$ cat src/rtl/traffic_sensor_conditioner.sv
// Conditions raw highway/farm vehicle detectors into the controller's request vector:
// per channel a 2-flop synchroniser, debouncer, request latch, stuck-high detector and registered output.
module traffic_sensor_conditioner #(
    parameter int unsigned DEB_CYCLES   = 4,
    parameter int unsigned STUCK_CYCLES = 1024
) (
    input  logic       clk,
    input  logic       rst_n,
    input  logic [1:0] raw_det,
    input  logic [2:0] light_highway,
    input  logic [2:0] light_farm,
    output logic [1:0] sensor,
    output logic [1:0] stuck
);

    localparam int unsigned NCH    = 2;
    localparam int unsigned CNT_W  = $clog2(DEB_CYCLES);
    localparam int unsigned SCNT_W = $clog2(STUCK_CYCLES + 1);

    localparam logic [CNT_W-1:0]  CNT_LAST = CNT_W'(DEB_CYCLES - 1);
    localparam logic [SCNT_W-1:0] SCNT_MAX = SCNT_W'(STUCK_CYCLES);

    logic [NCH-1:0]             s1_q, s2_q;
    logic [NCH-1:0]             stb_q, stb_d;
    logic [NCH-1:0][CNT_W-1:0]  cnt_q, cnt_d;
    logic [NCH-1:0]             req_q, req_d;
    logic [NCH-1:0][SCNT_W-1:0] scnt_q, scnt_d;
    logic [NCH-1:0]             stuck_q, stuck_d;
    logic [NCH-1:0]             sensor_q, sensor_d;
    logic [NCH-1:0]             green_c;

    // Only the green lamp bit matters; red/yellow are deliberately ignored.
    assign green_c = {light_highway[0], light_farm[0]};

    logic unused_lamp_bits;
    assign unused_lamp_bits = ^{light_highway[2:1], light_farm[2:1]};

    // Debounce, request latch, stuck detection and output for each channel.
    always_comb begin
        stb_d    = stb_q;
        cnt_d    = cnt_q;
        req_d    = req_q;
        scnt_d   = scnt_q;
        stuck_d  = stuck_q;
        sensor_d = sensor_q;

        for (int unsigned i = 0; i < NCH; i++) begin
            if (s2_q[i] != stb_q[i]) begin
                if (cnt_q[i] == CNT_LAST) begin
                    stb_d[i] = s2_q[i];
                    cnt_d[i] = '0;
                end else begin
                    cnt_d[i] = cnt_q[i] + CNT_W'(1);
                end
            end else begin
                cnt_d[i] = '0;
            end

            // A rise on the same edge as green must win so the new vehicle is not lost.
            req_d[i] = (~stb_q[i] & stb_d[i]) | (req_q[i] & ~green_c[i]);

            if (!stb_q[i]) begin
                scnt_d[i] = '0;
            end else if (scnt_q[i] != SCNT_MAX) begin
                scnt_d[i] = scnt_q[i] + SCNT_W'(1);
            end

            stuck_d[i]  = stuck_q[i] | (scnt_d[i] == SCNT_MAX);
            sensor_d[i] = req_q[i] | stb_q[i] | stuck_q[i];
        end
    end

    always_ff @(posedge clk) begin
        if (!rst_n) begin
            s1_q     <= '0;
            s2_q     <= '0;
            stb_q    <= '0;
            cnt_q    <= '0;
            req_q    <= '0;
            scnt_q   <= '0;
            stuck_q  <= '0;
            sensor_q <= '0;
        end else begin
            s1_q     <= raw_det;
            s2_q     <= s1_q;
            stb_q    <= stb_d;
            cnt_q    <= cnt_d;
            req_q    <= req_d;
            scnt_q   <= scnt_d;
            stuck_q  <= stuck_d;
            sensor_q <= sensor_d;
        end
    end

    assign sensor = sensor_q;
    assign stuck  = stuck_q;

endmodule

$ cat config.mk
export PLATFORM = sky130hd
export DESIGN_NAME = traffic_sensor_conditioner
export DESIGN_NICKNAME = d
export VERILOG_FILES = /design/src/rtl/traffic_sensor_conditioner.sv
export SDC_FILE = /design/constraint.sdc
export NUM_CORES = 1
export LEC_CHECK = 0
export BUFFER_PORTS_ARGS = -buffer_cell sky130_fd_sc_hd__buf_2
export CAP_MARGIN = 15
export CORE_MARGIN = 8
export CORE_UTILIZATION = 45
export CTS_CLUSTER_DIAMETER = 60
export CTS_CLUSTER_SIZE = 10
export DETAILED_ROUTE_END_ITERATION = 12
export PLACE_DENSITY = 0.67
export SKIP_LAST_GASP = 1
export SLEW_MARGIN = 5
export SYNTH_ARGS = -nofsm -noshare
export SYNTH_HDL_FRONTEND = slang
export SYNTH_SLANG_ARGS = --single-unit
$ cat constraint.sdc
create_clock -name clk -period 2.1 [get_ports clk]
set_input_delay 0.21 -clock clk [delete_from_list [all_inputs] [get_ports clk]]
set_output_delay 0.21 -clock clk [all_outputs]
set_load 0.05 [all_outputs]
==> results.sh, run 1 <==
export IMPL_status="completed"
export IMPL_clockBufferDepth=2
export IMPL_initial_core_util=0.468
export IMPL_max_freq_mhz=539
export IMPL_place_ws_ps=246
export IMPL_insertion_delay_ps=290
export IMPL_crit_type="flip-flop to flip-flop"
export IMPL_path_max_fanout=8
export IMPL_setup_ws_ps=244
export IMPL_r2r_start="scnt_q[1]"
export IMPL_synth_edf_count=0
export IMPL_max_cap_violations=0
export IMPL_fin_setup_tns_ps=0
export IMPL_drive_above_1_share=0.164
export IMPL_ys_top_cells_by_count="38 x dfxtp_1, 28 x nor2_1, 13 x nand2_1, 13 x xnor2_1, 11 x inv_1"
export IMPL_rr_endpoint="stuck[0]"
export IMPL_grt_use_met1=0.132
export IMPL_grt_pass1_wl_mm=5.64
export IMPL_yosys_area_top_type="dfxtp_1"
export IMPL_synthCells=203
export IMPL_hold_viol_final=0
export IMPL_hold_class="input port to flip-flop"
export IMPL_synth_most_common_cell="dfxtp_1"
export IMPL_clk_pin_slew_ps=80
export IMPL_placedCellCount=261
export IMPL_arrival_ps=2100
export IMPL_grt_usage=0.109
export IMPL_synth_area_top_cells="dfxtp_1 41%, xnor2_1 6.1%, nor2_1 5.6%, xor2_1 4.7%, ha_1 4.0%"
export IMPL_cts_resized=0
export IMPL_h_tree_depth=2
export IMPL_reg2reg_depth=6
export IMPL_fin_crit_sh=0.884
export IMPL_synthArstFlopShare=0
export IMPL_syn_to_final_growth_pct=11.4
export IMPL_worst_slew_pin_transition_ps=379
export IMPL_overflow=0
export IMPL_cp_slowest_cell="dfxtp_1"
export IMPL_fin_nets=234
export IMPL_num_vias=1386
export IMPL_num_io_pins=14
export IMPL_wl_mm=3.26
export IMPL_start_kind="flip-flop"
export IMPL_use_met3=0.0335
export IMPL_first_pass_iters=3
export IMPL_avgSynthCellArea_sq_um=9.21
export IMPL_path_cells="ha_1 > inv_1 > nor2_1 > mux2_2 > o31ai_2 > a22o_1"
export IMPL_fillCellCount=370
export IMPL_die_w_um=80.5
export IMPL_die_area_sq_mm=0.00648
export IMPL_final_cell_count_no_fill=269
export IMPL_antenna_left=0
export IMPL_synthFlopType="dfxtp_1"
export IMPL_grt_pass1_vias=1272
export IMPL_synth_top_area_frac=0.407
export IMPL_top_usage_layer="met2"
export IMPL_drtIter0Drc=42
export IMPL_vias_per_cell=5.15
export IMPL_synth_area_sq_mm=0.00187
export IMPL_finalCriticalPeriod_ps=1860
export IMPL_cts_root_buf="clkbuf_8"
export IMPL_diodes=0
export IMPL_cts_setup_buffers=0
export IMPL_hold_depth=2
export IMPL_dpl_hpwl_mm=2.34
export IMPL_slowest_delay_ps=450
export IMPL_cp_end_kind="flip-flop"
export IMPL_port_buffers=9
export IMPL_wire_per_inst_um=12.1
export IMPL_clock_sinks=38
export IMPL_worstHoldStart="raw_det[1]"
export IMPL_hold_buffers=0
export IMPL_core_area_sq_mm=0.00400
export IMPL_rsz0062_at_grt="false"
export IMPL_cts_tree="done"
export IMPL_p_leak_nw=0.723
export IMPL_final_util=0.521
export IMPL_die_height_um=80.5
export IMPL_max_vdd_ir_drop_v=0.000538
export IMPL_antenna_found_initial=0
export IMPL_seq_area_frac_synth=0.407
export IMPL_grt_use_met2=0.173
export IMPL_slew_headroom=0.747
export IMPL_ys_ff_latch=38
export IMPL_syn_nets=219
export IMPL_ys_warn_count=0
export IMPL_drcViolationCount=0
export IMPL_cp_required_ps=2340
export IMPL_fin_skew_ps=6.06
export IMPL_hold_end="s1_q[1]"
export IMPL_setup_viol=0
export IMPL_num_rows=23
export IMPL_yosysUniqueCellTypes=46
export IMPL_drv_slew=0
export IMPL_cts_inserted_buffers=5
export IMPL_place_congestion=0.775
export IMPL_power_density_mw_per_mm2=652
export IMPL_r2r_setup_slack_ps=240
export IMPL_grt_start_max_net_pins=21
[per-stage QoR]
step	instance area, sq um	hold WS, ps	total power, W
floorplan	1870	337	0.000755
global placement	1970	415	0.000759
detailed placement	1970	421	0.000759
CTS	2080	113	0.00138
global route	2080	109	0.00141
finish	2080	120	0.00136
[layout make-up]
class | count | area (sq um) | share of cell area
Clock buffer | 5 | 68.8 | 0.0330
Clock inverter | 3 | 45.0 | 0.0216
Inverter | 11 | 41.3 | 0.0198
Multi-Input combinational cell | 147 | 1020 | 0.487
Sequential cell | 38 | 761 | 0.365
Tap cell | 50 | 62.6 | 0.0300
Timing Repair Buffer | 15 | 90.1 | 0.0432
[per-layer routing]
layer / share of wire / up-vias
met5: 0 / -
met4: 0.015 / 0
met3: 0.022 / 5
met2: 0.46 / 9
met1: 0.50 / 636
li1: - / 736
[flip-flops by register name, summed over array words and instances, names as in the netlist]
| name | flops |
|---|---|
| s2_q | 2 |
| req_q | 2 |
| scnt_q | 22 |
| stuck | 2 |
| s1_q | 2 |
| stb_q | 2 |
| cnt_q | 4 |
| sensor | 2 |
[kinds of logic after synthesis]
kind of cell | count (synthesis) | synth area share
AO/OA/AOI/OAI | 25 | 0.101
XOR/XNOR | 23 | 0.108
adder cells (fa/ha/maj) | 6 | 0.0401
buffers and inverters | 18 | 0.0502
flip-flops | 38 | 0.407
multiplexers | 7 | 0.0395
AND/OR/NAND/NOR | 86 | 0.255
[how the worst max path moves through the flow]
| stage | startpoint | to | slack, ps | cells after the start |
|---|---|---|---|---|
| floorplan | scnt_q[0] | stuck[0] | 240 | 7 |
| global placement | scnt_q[1] | stuck[0] | 270 | 6 |
| detailed placement | scnt_q[0] | stuck[0] | 250 | 7 |
| CTS | scnt_q[1] | stuck[0] | 240 | 6 |
| global route | scnt_q[1] | stuck[0] | 50 | 6 |
| finish | scnt_q[1] | stuck[0] | 240 | 6 |
[cells in the final DEF, fill, tap and decap left out, drive strengths merged, types with 2 or more instances in the layout]
cell | synthesis | final
xnor2 | 13 | 13
o31a | 3 | 3
and3 | 2 | 2
clkbuf | 3 | 5
nor2 | 28 | 28
xor2 | 10 | 10
and2 | 5 | 5
o31ai | 3 | 3
nor4bb | 2 | 2
nor4 | 5 | 5
nand3 | 7 | 7
ha | 6 | 6
or2 | 3 | 3
dfxtp | 38 | 38
clkinvlp | 0 | 2
and4b | 2 | 2
nand4 | 3 | 3
nand2 | 13 | 13
mux2i | 4 | 4
or3 | 3 | 3
nor3 | 4 | 4
a31oi | 2 | 2
a21oi | 3 | 3
o21ai | 4 | 4
nor2b | 2 | 2
buf | 4 | 15
inv | 11 | 11
mux2 | 3 | 3
a211oi | 4 | 4
a32o | 3 | 3
[critical path: cells and delay by family (launching register included)]
kind	cells	cell delay (ps)
flip-flops	1	450
adder cells (fa/ha/maj)	1	250
buffers and inverters	1	90
AND/OR/NAND/NOR	1	250
multiplexers	1	380
AO/OA/AOI/OAI	2	390
[power by group]
| part | switching, W | internal, W | leakage [nW] |
|---|---|---|---|
| logic | 0.00000749 | 0.00000802 | 0.366 |
| clock network | 0.000265 | 0.000353 | 0.0504 |
| registers | 0.00000184 | 0.000725 | 0.307 |
| total | 0.000274 | 0.00109 | 0.723 |
Note: power is estimated with default switching activity, not from simulation.
==> run 2, diff against run 1 <==
==> constraint.sdc (replaced) <==
create_clock -name clk -period 2.1 [get_ports clk]
set_input_delay 0.105 -clock clk [delete_from_list [all_inputs] [get_ports clk]]
set_output_delay 0.105 -clock clk [all_outputs]
set_load 0.05 [all_outputs]
==> results.sh, run 2 (same netlist as run 1, synthesis figures left out) <==
export IMPL_status="completed"
export IMPL_die_w_um=80.5
export IMPL_drcViolationCount=0
export IMPL_fin_setup_tns_ps=0
export IMPL_cp_end_kind="flip-flop"
export IMPL_insertion_delay_ps=290
export IMPL_num_vias=1393
export IMPL_cts_root_buf="clkbuf_8"
export IMPL_die_area_sq_mm=0.00648
export IMPL_vias_per_cell=5.18
export IMPL_syn_to_final_growth_pct=13.1
export IMPL_reg2reg_depth=7
export IMPL_top_register="scnt_q"
export IMPL_drive_above_1_share=0.169
export IMPL_cts_tree="done"
export IMPL_core_area_sq_mm=0.00400
export IMPL_max_freq_mhz=540
export IMPL_max_vdd_ir_drop_v=0.000478
export IMPL_path_max_fanout=7
export IMPL_initial_core_util=0.468
export IMPL_dpl_hpwl_mm=2.35
export IMPL_start_kind="flip-flop"
export IMPL_p_leak_nw=0.744
export IMPL_cts_inserted_buffers=5
export IMPL_cp_required_ps=2280
export IMPL_antenna_found_initial=0
export IMPL_postLayoutCellArea_sq_mm=0.00212
export IMPL_final_common_cell="dfxtp_1"
export IMPL_crit_type="flip-flop to flip-flop"
export IMPL_h_tree_depth=2
export IMPL_multiInputGateArea_sq_mm=0.00102
export IMPL_slew_headroom=0.729
export IMPL_num_io_pins=14
export IMPL_port_buffers=9
export IMPL_die_height_um=80.5
export IMPL_hold_viol_final=0
export IMPL_regArea_sq_um=761
export IMPL_placed_area_sq_mm=0.00197
export IMPL_max_cap_violations=0
export IMPL_overflow=0
export IMPL_fillCellCount=370
export IMPL_antenna_left=0
export IMPL_reg_top3="scnt_q (22), cnt_q (4)"
export IMPL_clockBufferDepth=2
export IMPL_fin_crit_sh=0.883
export IMPL_layout_common_cells="38 x dfxtp_1, 27 x nor2_1, 13 x nand2_1, 13 x xnor2_1, 11 x inv_1"
export IMPL_hold_end="s1_q[1]"
export IMPL_highest_layer="met4"
export IMPL_clock_sinks=38
export IMPL_first_pass_iters=4
export IMPL_hold_class="input port to flip-flop"
export IMPL_fin_nets=234
export IMPL_grt_pass1_wl_mm=5.71
export IMPL_rsz0062_at_grt="false"
export IMPL_num_rows=23
export IMPL_arrival_ps=2040
export IMPL_grt_usage=0.111
export IMPL_fin_skew_ps=2.43
export IMPL_largest_register_ffs=22
export IMPL_drv_slew=0
export IMPL_dr_wl_met2_mm=1.50
export IMPL_clk_pin_slew_ps=70
export IMPL_diodes=0
export IMPL_setup_viol=0
export IMPL_m1WireLength_mm=1.61
export IMPL_met3_length_um=96
export IMPL_rr_endpoint="stuck[0]"
export IMPL_finalCriticalPeriod_ps=1850
export IMPL_wire_per_inst_um=12.1
export IMPL_hold_depth=2
export IMPL_cts_setup_buffers=0
export IMPL_grt_pass1_vias=1296
export IMPL_r2r_start="scnt_q[0]"
export IMPL_grt_start_max_net_pins=21
export IMPL_drtIter0Drc=47
export IMPL_r2r_setup_slack_ps=250
export IMPL_place_congestion=0.767
export IMPL_wl_mm=3.26
export IMPL_worst_slew_pin_transition_ps=405
export IMPL_worstHoldStart="raw_det[1]"
export IMPL_power_density_mw_per_mm2=709
## run 2: cell count changes in the layout (fill, tap and decap cells not counted), sizes merged
cell,previous run,this run
clkbuf,5,6
bufinv,1,2
clkinvlp,2,0
## run 2: worst max path at each step
stage                         start        to  slack [ps]  cells after the start
after floorplan           scnt_q[0]  stuck[0]         240                      7
after global placement    scnt_q[1]  stuck[0]         270                      6
after detailed placement  scnt_q[0]  stuck[0]         250                      7
after CTS                 scnt_q[1]  stuck[0]         200                      6
after global routing      scnt_q[1]  stuck[0]          80                      6
final                     scnt_q[0]  stuck[0]         250                      7
## run 2: what timing repair did
item / 4_1_cts / 5_1_grt
endpoints found under the setup margin: 0 / 1
hold buffers: 0 / 0
gates resized for setup: 0 / 1
## run 2: layer usage
metal,vias to the layer above,global-route usage
met5,-,0
met3,7,0.0335
met1,632,0.134
li1,737,-
met4,0,0.0491
met2,17,0.176
## run 2: final cells by class
class	count	share of cell area
clock buffer	6	0.0390
timing repair buffer	15	0.0426
inverter	11	0.0195
multi-input combinational	147	0.481
tap	50	0.0296
clock inverter	2	0.0284
sequential	38	0.360
## run 2: metrics by stage
step / total power [W] / hold WS [ps] / setup slack, ps / instances / utilization
after floorplan: 0.000755 / 232 / 236 / 203 / -
after CTS: 0.00152 / 10.6 / 198 / 269 / 0.528
after detailed placement: 0.000759 / 315 / 247 / 261 / 0.493
final: 0.00150 / 17.7 / 247 / 269 / 0.529
after global placement: 0.000759 / 314 / 270 / 261 / 0.493
after global routing: 0.00155 / 7.75 / 75.8 / 269 / 0.529
## run 2: power by group
| group | leakage (nW) | internal (W) | total, W | switching [W] |
|---|---|---|---|---|
| Combinational | 0.365 | 0.00000800 | 0.0000156 | 0.00000759 |
| Sequential | 0.307 | 0.000725 | 0.000727 | 0.00000202 |
| Clock | 0.0714 | 0.000506 | 0.000758 | 0.000252 |
| Total | 0.744 | 0.00124 | 0.00150 | 0.000261 |
## run 2: worst max-delay path, cell delays in order (launching register included)
cell	delay (ps)
dfxtp_1	370
inv_1	130
ha_1	150
or3b_4	390
nor4_4	180
mux2i_1	250
o31ai_2	80
a22o_1	210
